## src/rtl/decoder_scan_pkg.sv

```systemverilog
// Shared types and helpers for the scanning active-low decoder.
package decoder_scan_pkg;

    localparam logic MODE_DIRECT = 1'b0;
    localparam logic MODE_SCAN   = 1'b1;

    localparam int unsigned MAX_N = 32;

    typedef enum logic [1:0] {S_OFF, S_SHOW, S_BLANK} state_t;

    // Active-low one-hot for up to 32 lines; en_l high forces all lines off.
    function automatic logic [MAX_N-1:0] onehot_l(input logic [4:0] sel, input logic en_l);
        logic [MAX_N-1:0] y;
        y = '1;
        if (!en_l) begin
            y[sel] = 1'b0;
        end
        return y;
    endfunction

endpackage

```

## src/rtl/dec_n_l.sv

```systemverilog
// Combinational SEL_W-to-2^SEL_W decoder, active-low enable and active-low outputs.
module dec_n_l import decoder_scan_pkg::*; #(
    parameter int unsigned SEL_W = 2
) (
    input  logic [SEL_W-1:0]      sel_i,
    input  logic                  g_l_i,
    output logic [(1<<SEL_W)-1:0] y_l_o
);

    localparam int unsigned N = 1 << SEL_W;

    assign y_l_o = N'(onehot_l(5'(sel_i), g_l_i));

endmodule

```

## src/rtl/decoder_scan_l.sv

```systemverilog
// Registered active-low decoder with direct mode and a dwell/blank scan sequencer.
module decoder_scan_l import decoder_scan_pkg::*; #(
    parameter int unsigned SEL_W     = 2,
    parameter int unsigned DWELL_W   = 8,
    parameter int unsigned BLANK_CYC = 1
) (
    input  logic                  CLK,
    input  logic                  RESET_L,
    input  logic                  G_L,
    input  logic                  MODE,
    input  logic [SEL_W-1:0]      SEL,
    input  logic [DWELL_W-1:0]    DWELL,
    output logic [(1<<SEL_W)-1:0] Y_L,
    output logic [SEL_W-1:0]      IDX,
    output logic                  WRAP
);

    localparam int unsigned N  = 1 << SEL_W;
    localparam int unsigned BW = (BLANK_CYC > 0) ? $clog2(BLANK_CYC + 1) : 1;
    localparam logic [BW-1:0]    BLANK_LAST = BW'((BLANK_CYC > 0) ? BLANK_CYC - 1 : 0);
    localparam logic [SEL_W-1:0] IDX_LAST   = SEL_W'(N - 1);

    state_t              state_q, state_d;
    logic [SEL_W-1:0]    idx_q, idx_d;
    logic [DWELL_W-1:0]  cnt_q, cnt_d;
    logic [DWELL_W-1:0]  dwell_lim_q, dwell_lim_d;
    logic [BW-1:0]       blank_q, blank_d;
    logic                wrap_q, wrap_d;
    logic                off_l_d;
    logic                advance;
    logic [N-1:0]        dec_y;
    logic [N-1:0]        y_l_q;

    always_comb begin
        state_d     = state_q;
        idx_d       = idx_q;
        cnt_d       = cnt_q;
        dwell_lim_d = dwell_lim_q;
        blank_d     = blank_q;
        wrap_d      = 1'b0;
        off_l_d     = 1'b1;
        advance     = 1'b0;

        if (G_L) begin
            state_d = S_OFF;
            idx_d   = '0;
            cnt_d   = '0;
            blank_d = '0;
        end else if (MODE == MODE_DIRECT) begin
            state_d = S_OFF;
            idx_d   = SEL;
            cnt_d   = '0;
            blank_d = '0;
            off_l_d = 1'b0;
        end else begin
            unique case (state_q)
                S_OFF: begin
                    state_d     = S_SHOW;
                    idx_d       = '0;
                    dwell_lim_d = DWELL;
                    cnt_d       = '0;
                    blank_d     = '0;
                    off_l_d     = 1'b0;
                end
                S_SHOW: begin
                    if (cnt_q == dwell_lim_q) begin
                        if (BLANK_CYC > 0) begin
                            state_d = S_BLANK;
                            blank_d = '0;
                        end else begin
                            advance = 1'b1;
                        end
                    end else begin
                        cnt_d   = cnt_q + DWELL_W'(1);
                        off_l_d = 1'b0;
                    end
                end
                S_BLANK: begin
                    if (blank_q == BLANK_LAST) begin
                        advance = 1'b1;
                    end else begin
                        blank_d = blank_q + BW'(1);
                    end
                end
                default: state_d = S_OFF;
            endcase

            // Next line asserts on the same edge the previous slot ends.
            if (advance) begin
                state_d     = S_SHOW;
                idx_d       = idx_q + SEL_W'(1);
                wrap_d      = (idx_q == IDX_LAST);
                dwell_lim_d = DWELL;
                cnt_d       = '0;
                off_l_d     = 1'b0;
            end
        end
    end

    dec_n_l #(
        .SEL_W(SEL_W)
    ) u_dec (
        .sel_i(idx_d),
        .g_l_i(off_l_d),
        .y_l_o(dec_y)
    );

    always_ff @(posedge CLK or negedge RESET_L) begin
        if (!RESET_L) begin
            state_q     <= S_OFF;
            idx_q       <= '0;
            cnt_q       <= '0;
            dwell_lim_q <= '0;
            blank_q     <= '0;
            wrap_q      <= 1'b0;
            y_l_q       <= '1;
        end else begin
            state_q     <= state_d;
            idx_q       <= idx_d;
            cnt_q       <= cnt_d;
            dwell_lim_q <= dwell_lim_d;
            blank_q     <= blank_d;
            wrap_q      <= wrap_d;
            y_l_q       <= dec_y;
        end
    end

    assign Y_L  = y_l_q;
    assign IDX  = idx_q;
    assign WRAP = wrap_q;

endmodule
```

## config.mk

```make
export PLATFORM = sky130hd
export DESIGN_NAME = decoder_scan_l
export DESIGN_NICKNAME = d
export VERILOG_FILES = /design/src/rtl/decoder_scan_pkg.sv /design/src/rtl/dec_n_l.sv /design/src/rtl/decoder_scan_l.sv
export SDC_FILE = /design/constraint.sdc
export NUM_CORES = 1
export LEC_CHECK = 0
export CORE_MARGIN = 2
export CORE_UTILIZATION = 55
export CTS_CLUSTER_DIAMETER = 30
export CTS_CLUSTER_SIZE = 16
export DETAILED_ROUTE_END_ITERATION = 12
export PLACE_DENSITY = 0.79
export SYNTH_ARGS = -nofsm -noshare
export SYNTH_HDL_FRONTEND = slang
export SYNTH_SLANG_ARGS = --single-unit
```

## constraint.sdc

```tcl
create_clock -name CLK -period 2.5 [get_ports CLK]
set_input_delay 0.5 -clock CLK [delete_from_list [all_inputs] [get_ports CLK]]
set_output_delay 0.5 -clock CLK [all_outputs]
set_load 0.05 [all_outputs]
```

==> After elaboration in Yosys (flattened, before gate mapping) <==
Index checks and enable logic that the tools add are counted.
{ "totals": {"output_inout_bits": 7, "input_bits": 14, "wordCells": 67, "regBits": 26} }
{ "op_classes": {"mux": 36, "n_reduce_logical": 7, "order_cmp": 2, "eq_ne": 10, "n_addsub": 3, "n_bitwise": 2} }
{ "op_table": {"columns": ["cell", "count"], "rows": [
  ["8-bit 2-to-1 mux", 6],
  ["1-bit 2-to-1 mux", 16],
  ["2-bit 2-to-1 mux", 8],
  ["8-bit one-hot mux with 2 select lines", 1],
  ["5-bit by 2-bit inequality test with 1-bit output (second input constant)", 2],
  ["5-bit inequality test (second input constant)", 2],
  ["8-bit by 1-bit adder with 8-bit output (second input constant)", 1],
  ["8-bit equality test", 1],
  ["4-bit inequality test (second input constant)", 2],
  ["2-bit by 6-bit less-than comparator with 1-bit output (second input constant)", 1],
  ["2-bit one-hot mux with 3 select lines", 1],
  ["2-bit AND reduction", 3],
  ["2-bit equality test (second input constant)", 2],
  ["4-bit 2-to-1 mux", 1],
  ["4-bit NOT", 1],
  ["1-bit one-hot mux with 3 select lines", 1],
  ["3-bit AND reduction", 1],
  ["2-bit by 1-bit adder with 2-bit output (second input constant)", 1],
  ["1-bit demux with 2-bit select", 1],
  ["2-bit by 1-bit equality test with 1-bit output (second input constant)", 1],
  ["2-bit by 1-bit greater-or-equal comparator with 1-bit output (second input constant)", 1],
  ["2-bit logical NOT", 1],
  ["1-bit one-hot mux with 2 select lines", 1],
  ["2-bit nonzero test", 1],
  ["other kinds (3)", 3]
]} }

==> Longest topological paths before layout <==
{ "depth": {"ltp_word": 13, "ltp_mapped": 5, "ltp_nobuf": 5} }

==> By module <==
Synthesis repeated with hierarchy kept, for this count alone.
{ "unflattened": {"hier_cells": 109, "hier_area_um2": 1232.4} }
{ "by_module_without_submodules": {"columns": ["mod", "instances", "cells_per_inst", "seq_area_each_um2", "area_each_um2"], "rows": [
  ["decoder_scan_l", 1, 105, 630.6, 1201.2],
  ["dec_n_l", 1, 4, 0.0, 31.3]
]} }

==> Worst setup path after synthesis <==
OpenSTA, ideal clock, no wires.
{ "synth_path": {"path_kind": "flip-flop to flip-flop", "startpoint": "register idx_q[0], in the netlist IDX[0]", "endpoint": "register y_l_q[3], in the netlist Y_L[3]", "path_stages_with_launch": 6, "setup_slack_ns": 0.932, "setup_ns": 0.099, "path_buffers": 0, "t_arrival_ns": 1.468, "period_less_slack_ns": 1.568, "required_time_ns": 2.401, "path_cell_list": "dfrtp_1 ha_1 nand3b_1 a31o_2 nor2_1 o211ai_1"} }
{ "synth_via": {"elab_chain_len": 10, "word_cells_on_any_way": 12, "cone_classes": "1 x add/sub; 2 x order compare; 7 x mux; 1 x bitwise; 1 x reduce/logical"} }
{ "synth_lines": {"columns": ["element", "line", "rtl"], "rows": [
  ["start, declared", "decoder_scan_l.sv:24", "logic [SEL_W-1:0] idx_q, idx_d;"],
  ["start signal, assigned", "decoder_scan_l.sv:119", "idx_q <= idx_d;"],
  ["2-bit by 1-bit adder with 2-bit output *", "decoder_scan_l.sv:91", "idx_d = idx_q + SEL_W'(1);"],
  ["2-bit 2-to-1 mux *", "decoder_scan_l.sv:89", "if (advance) begin"],
  ["2-bit 2-to-1 mux *", "decoder_scan_l.sv:49", "end else if (MODE == MODE_DIRECT) begin"],
  ["2-bit 2-to-1 mux *", "decoder_scan_l.sv:44", "if (G_L) begin"],
  ["named net idx_d[1]", "decoder_scan_l.sv:24", null],
  ["2-bit by 6-bit less-than comparator with 1-bit output (not written as such) or 2-bit by 1-bit greater-or-equal comparator with 1-bit output (tied branches)", "decoder_scan_pkg.sv:16", "y[sel] = 1'b0;"],
  ["1-bit logical AND (not written as such)", "decoder_scan_pkg.sv:16", null],
  ["1-bit 2-to-1 mux (not written as such)", "decoder_scan_pkg.sv:16", null],
  ["1-bit demux with 2-bit select *", null, null],
  ["4-bit NOT (no line) *", null, null],
  ["4-bit 2-to-1 mux *", "decoder_scan_pkg.sv:15", "if (!en_l) begin"],
  ["named net dec_y[3]", "decoder_scan_l.sv:31", "logic [N-1:0] dec_y;"],
  ["end signal, assigned", "decoder_scan_l.sv:124", "y_l_q <= dec_y;"],
  ["end, declared", "decoder_scan_l.sv:32", "logic [N-1:0] y_l_q;"]
]} }
The timed path passes the listed nets; every way through them passes the cells marked *.
A chain may end at the register's enable or synchronous reset.

==> Worst setup path in the final report <==
{ "layout_path": {"startpoint": "register y_l_q[1], in the netlist Y_L[1]", "endpoint": "output Y_L[1]"} }
{ "layout_rtl": {"columns": ["element", "line", "rtl"], "rows": [
  ["end, declared", "decoder_scan_l.sv:13", "output logic [(1<<SEL_W)-1:0] Y_L,"]
]} }
No word-level cell between the ends.

==> impl_metrics.tcl <==
set metrics [dict create \
    die_h_um 52.4 \
    syn-num-nets 127 \
    grt_use_total_pct 22.0 \
    syn_area_per_cell_sq_um 11.6 \
    crit_fanout 1 \
    wl_um 2480 \
    maxSlewHeadroom_pct 53.3 \
    cts_setup_buffers 0 \
    drive_gt1_share_pct 21.9 \
    synth_area_sq_um 1290 \
    ys_async_sr_fraction_pct 100 \
    grt_pass1_wl_um 4440 \
    max-clock-path-buffers 2 \
    clock-skew-final_ns 0.00684 \
    num_io_pins 21 \
    cp_num_buf_inv 1 \
    worst_ep_required_time_ns 2.00 \
    grt_pass1_vias 1010 \
    wl_per_cell_um 15.0 \
    ys_seq_elements 25 \
    row_count 17 \
    max_freq_mhz 467 \
    clk_pin_slew_ns 0.13 \
    initial_core_util_pct 58.2 \
    maxCapViolations 0 \
    fin_util_pct 70.4 \
    setup_viol 0 \
    ys_types 36 \
    antenna_found_initial 0 \
    finalHoldViolations 0 \
    drc 0 \
    insertion_delay_ns 0.31 \
    syn_inst 111 \
    vias 976 \
    ant_nets 0 \
    die_x_um 52.4 \
    synth_ff_type "dfrtp_1" \
    start_kind "register" \
    worst_setup_path_end_kind "output pin" \
    ir_drop_v 0.000389 \
    cts.sinks 25 \
    rsz0062_at_grt "false" \
    yosysWarnings 0 \
    fin_crit_sh_pct 85.7 \
    portBuffers 20 \
    synth_edf_count 0 \
    first_pass_iters 4 \
    yosysSeqAreaShare_pct 49.0 \
    core-area_sq_um 2210 \
    cts_tree "built" \
    cts_hold_buf 0 \
    htreeDepth 1 \
    ctsResizeCount 0 \
    fin_crit_ns 2.14 \
    grt_max_degree 15 \
    fill_cells 164 \
    critPathKind "reg -> out" \
    num_antenna_cells 0 \
    p_leak_nw 0.637 \
    slowest_delay_ns 0.79 \
    grt_overflow 0 \
    fin_nets 154 \
    area_delta_synth_final_pct 20.9 \
    crit_arrival_ns 1.64 \
    cts_made_buffers 3 \
    status "finished clean" \
    dieArea_sq_um 2740 \
    path_cells "clkdlybuf4s50_1" \
    slew_violations 0 \
    dpl.hpwl_um 1930 \
    hold_path.class "in -> async" \
    clock-root-buffer "clkbuf_4" \
    power_density_nw_per_um2 504 \
    totalNegativeSetupSlack_ns 0 \
    critical-path-slowest-cell "clkdlybuf4s50_1" \
    worstMarginPinSlew_ns 0.695 \
    first_iter_violations 30 \
    place.gp.congestion 0.830 \
    via_per_inst 5.92 \
    path_delay_family "buffers and inverters" \
]
[kinds of logic (layout without fill, tap and decap cells)]
kind of cell             after synthesis  in the layout  synth area share, %
XOR/XNOR                               8              8                 5.44
buffers and inverters                  4             30                 2.33
adder cells (fa/ha/maj)                2              2                 1.94
multiplexers                          12             12                 10.1
AND/OR/NAND/NOR                       38             38                 16.4
flip-flops                            25             25                 49.0
AO/OA/AOI/OAI                         22             22                 14.8
[sequential cells by signal, summed over array words and instances, names as in the netlist]
name and cells:
cnt_q 8, dwell_lim_q 8, WRAP 1, state_q 2
Y_L 4, IDX 2
[cell usage after synthesis, drive strengths merged, types with 2 or more instances]
master / number / area [sq um]
dfrtp: 21 / 526
nand2: 16 / 60.1
mux2: 8 / 90.1
xor2: 8 / 70.1
a21oi: 5 / 28.8
nor2: 5 / 21.3
o21ai: 5 / 25.0
a2111o: 4 / 45.0
dfstp: 4 / 105
mux2i: 4 / 40.0
o211ai: 3 / 22.5
or3: 3 / 18.8
buf: 2 / 22.5
ha: 2 / 25.0
inv: 2 / 7.51
nor4: 2 / 25.0
[cell type report]
type	instances	area, sq um	share of cell area, %
Multi-Input combinational cell	82	627	40.3
Timing Repair Buffer	24	230	14.8
Sequential cell	25	631	40.5
Tap cell	28	35.0	2.25
Inverter	2	7.51	0.482
Clock buffer	4	26.3	1.69
[worst register-to-register path: cells and delay by family, from the launching register on]
family	cells	cell delay (ns)
compound gates	2	0.51
xor+xnor	1	0.18
flops	1	0.48
simple gates	1	0.60
[path summary, 6_finish.rpt]
path | cells after the start | to | slack [ns] | from
max reg2reg | 4 | state_q[0]$_DFFE_PN0P_ | 0.63 | cnt_q[5]$_DFFE_PN0P_
min | 1 | cnt_q[2]$_DFFE_PN0P_ | 0.51 | RESET_L
max in group asynchronous | 2 | cnt_q[0]$_DFFE_PN0P_ | 1.40 | RESET_L
min in group CLK | 1 | dwell_lim_q[3]$_DFFE_PN0P_ | 0.55 | dwell_lim_q[3]$_DFFE_PN0P_
max | 1 | Y_L[1] | 0.36 | Y_L[1]$_DFF_PN1_
min reg2reg | 1 | dwell_lim_q[3]$_DFFE_PN0P_ | 0.55 | dwell_lim_q[3]$_DFFE_PN0P_
[through the flow]
stage               cell area (sq um)  setup WS [ns]  instances  power (mW)  hold slack, ns
floorplan                        1290          0.932        111       0.562           0.204
global placement                 1530          0.342        161       0.612           0.511
detailed placement               1530          0.284        161       0.621           0.516
CTS                              1560          0.336        165       0.798           0.524
global route                     1560          0.299        165       0.834           0.537
finish                           1560          0.358        165       0.785           0.514
[cells in the final DEF (no fill, tap or decap), drive strengths merged, types with 2 or more instances in the layout]
cell	netlist	layout
xor2	8	8
a21oi	5	5
clkdlybuf4s50	0	20
o211ai	3	3
o21ai	5	5
nor4	2	2
clkbuf	0	4
inv	2	2
ha	2	2
or3	3	3
a2111o	4	4
nand2	16	16
dfstp	4	4
buf	2	4
mux2	8	8
mux2i	4	4
dfrtp	21	21
nor2	5	5
[power breakdown]
part           internal [mW]  leakage, nW  switching, mW  total (mW)
sequential             0.437        0.315         0.0210       0.458
combinational         0.0727        0.307         0.0803       0.153
clock                 0.0622       0.0150          0.112       0.174
total                  0.572        0.637          0.213       0.785
[per-layer routing]
metal	track usage (%)	routed length, um
met1	29.7	1160
met2	37.1	1220
met3	2.57	87
met4	6.84	8
met5	0	0
No activity file was read; power rests on OpenSTA's default activity.
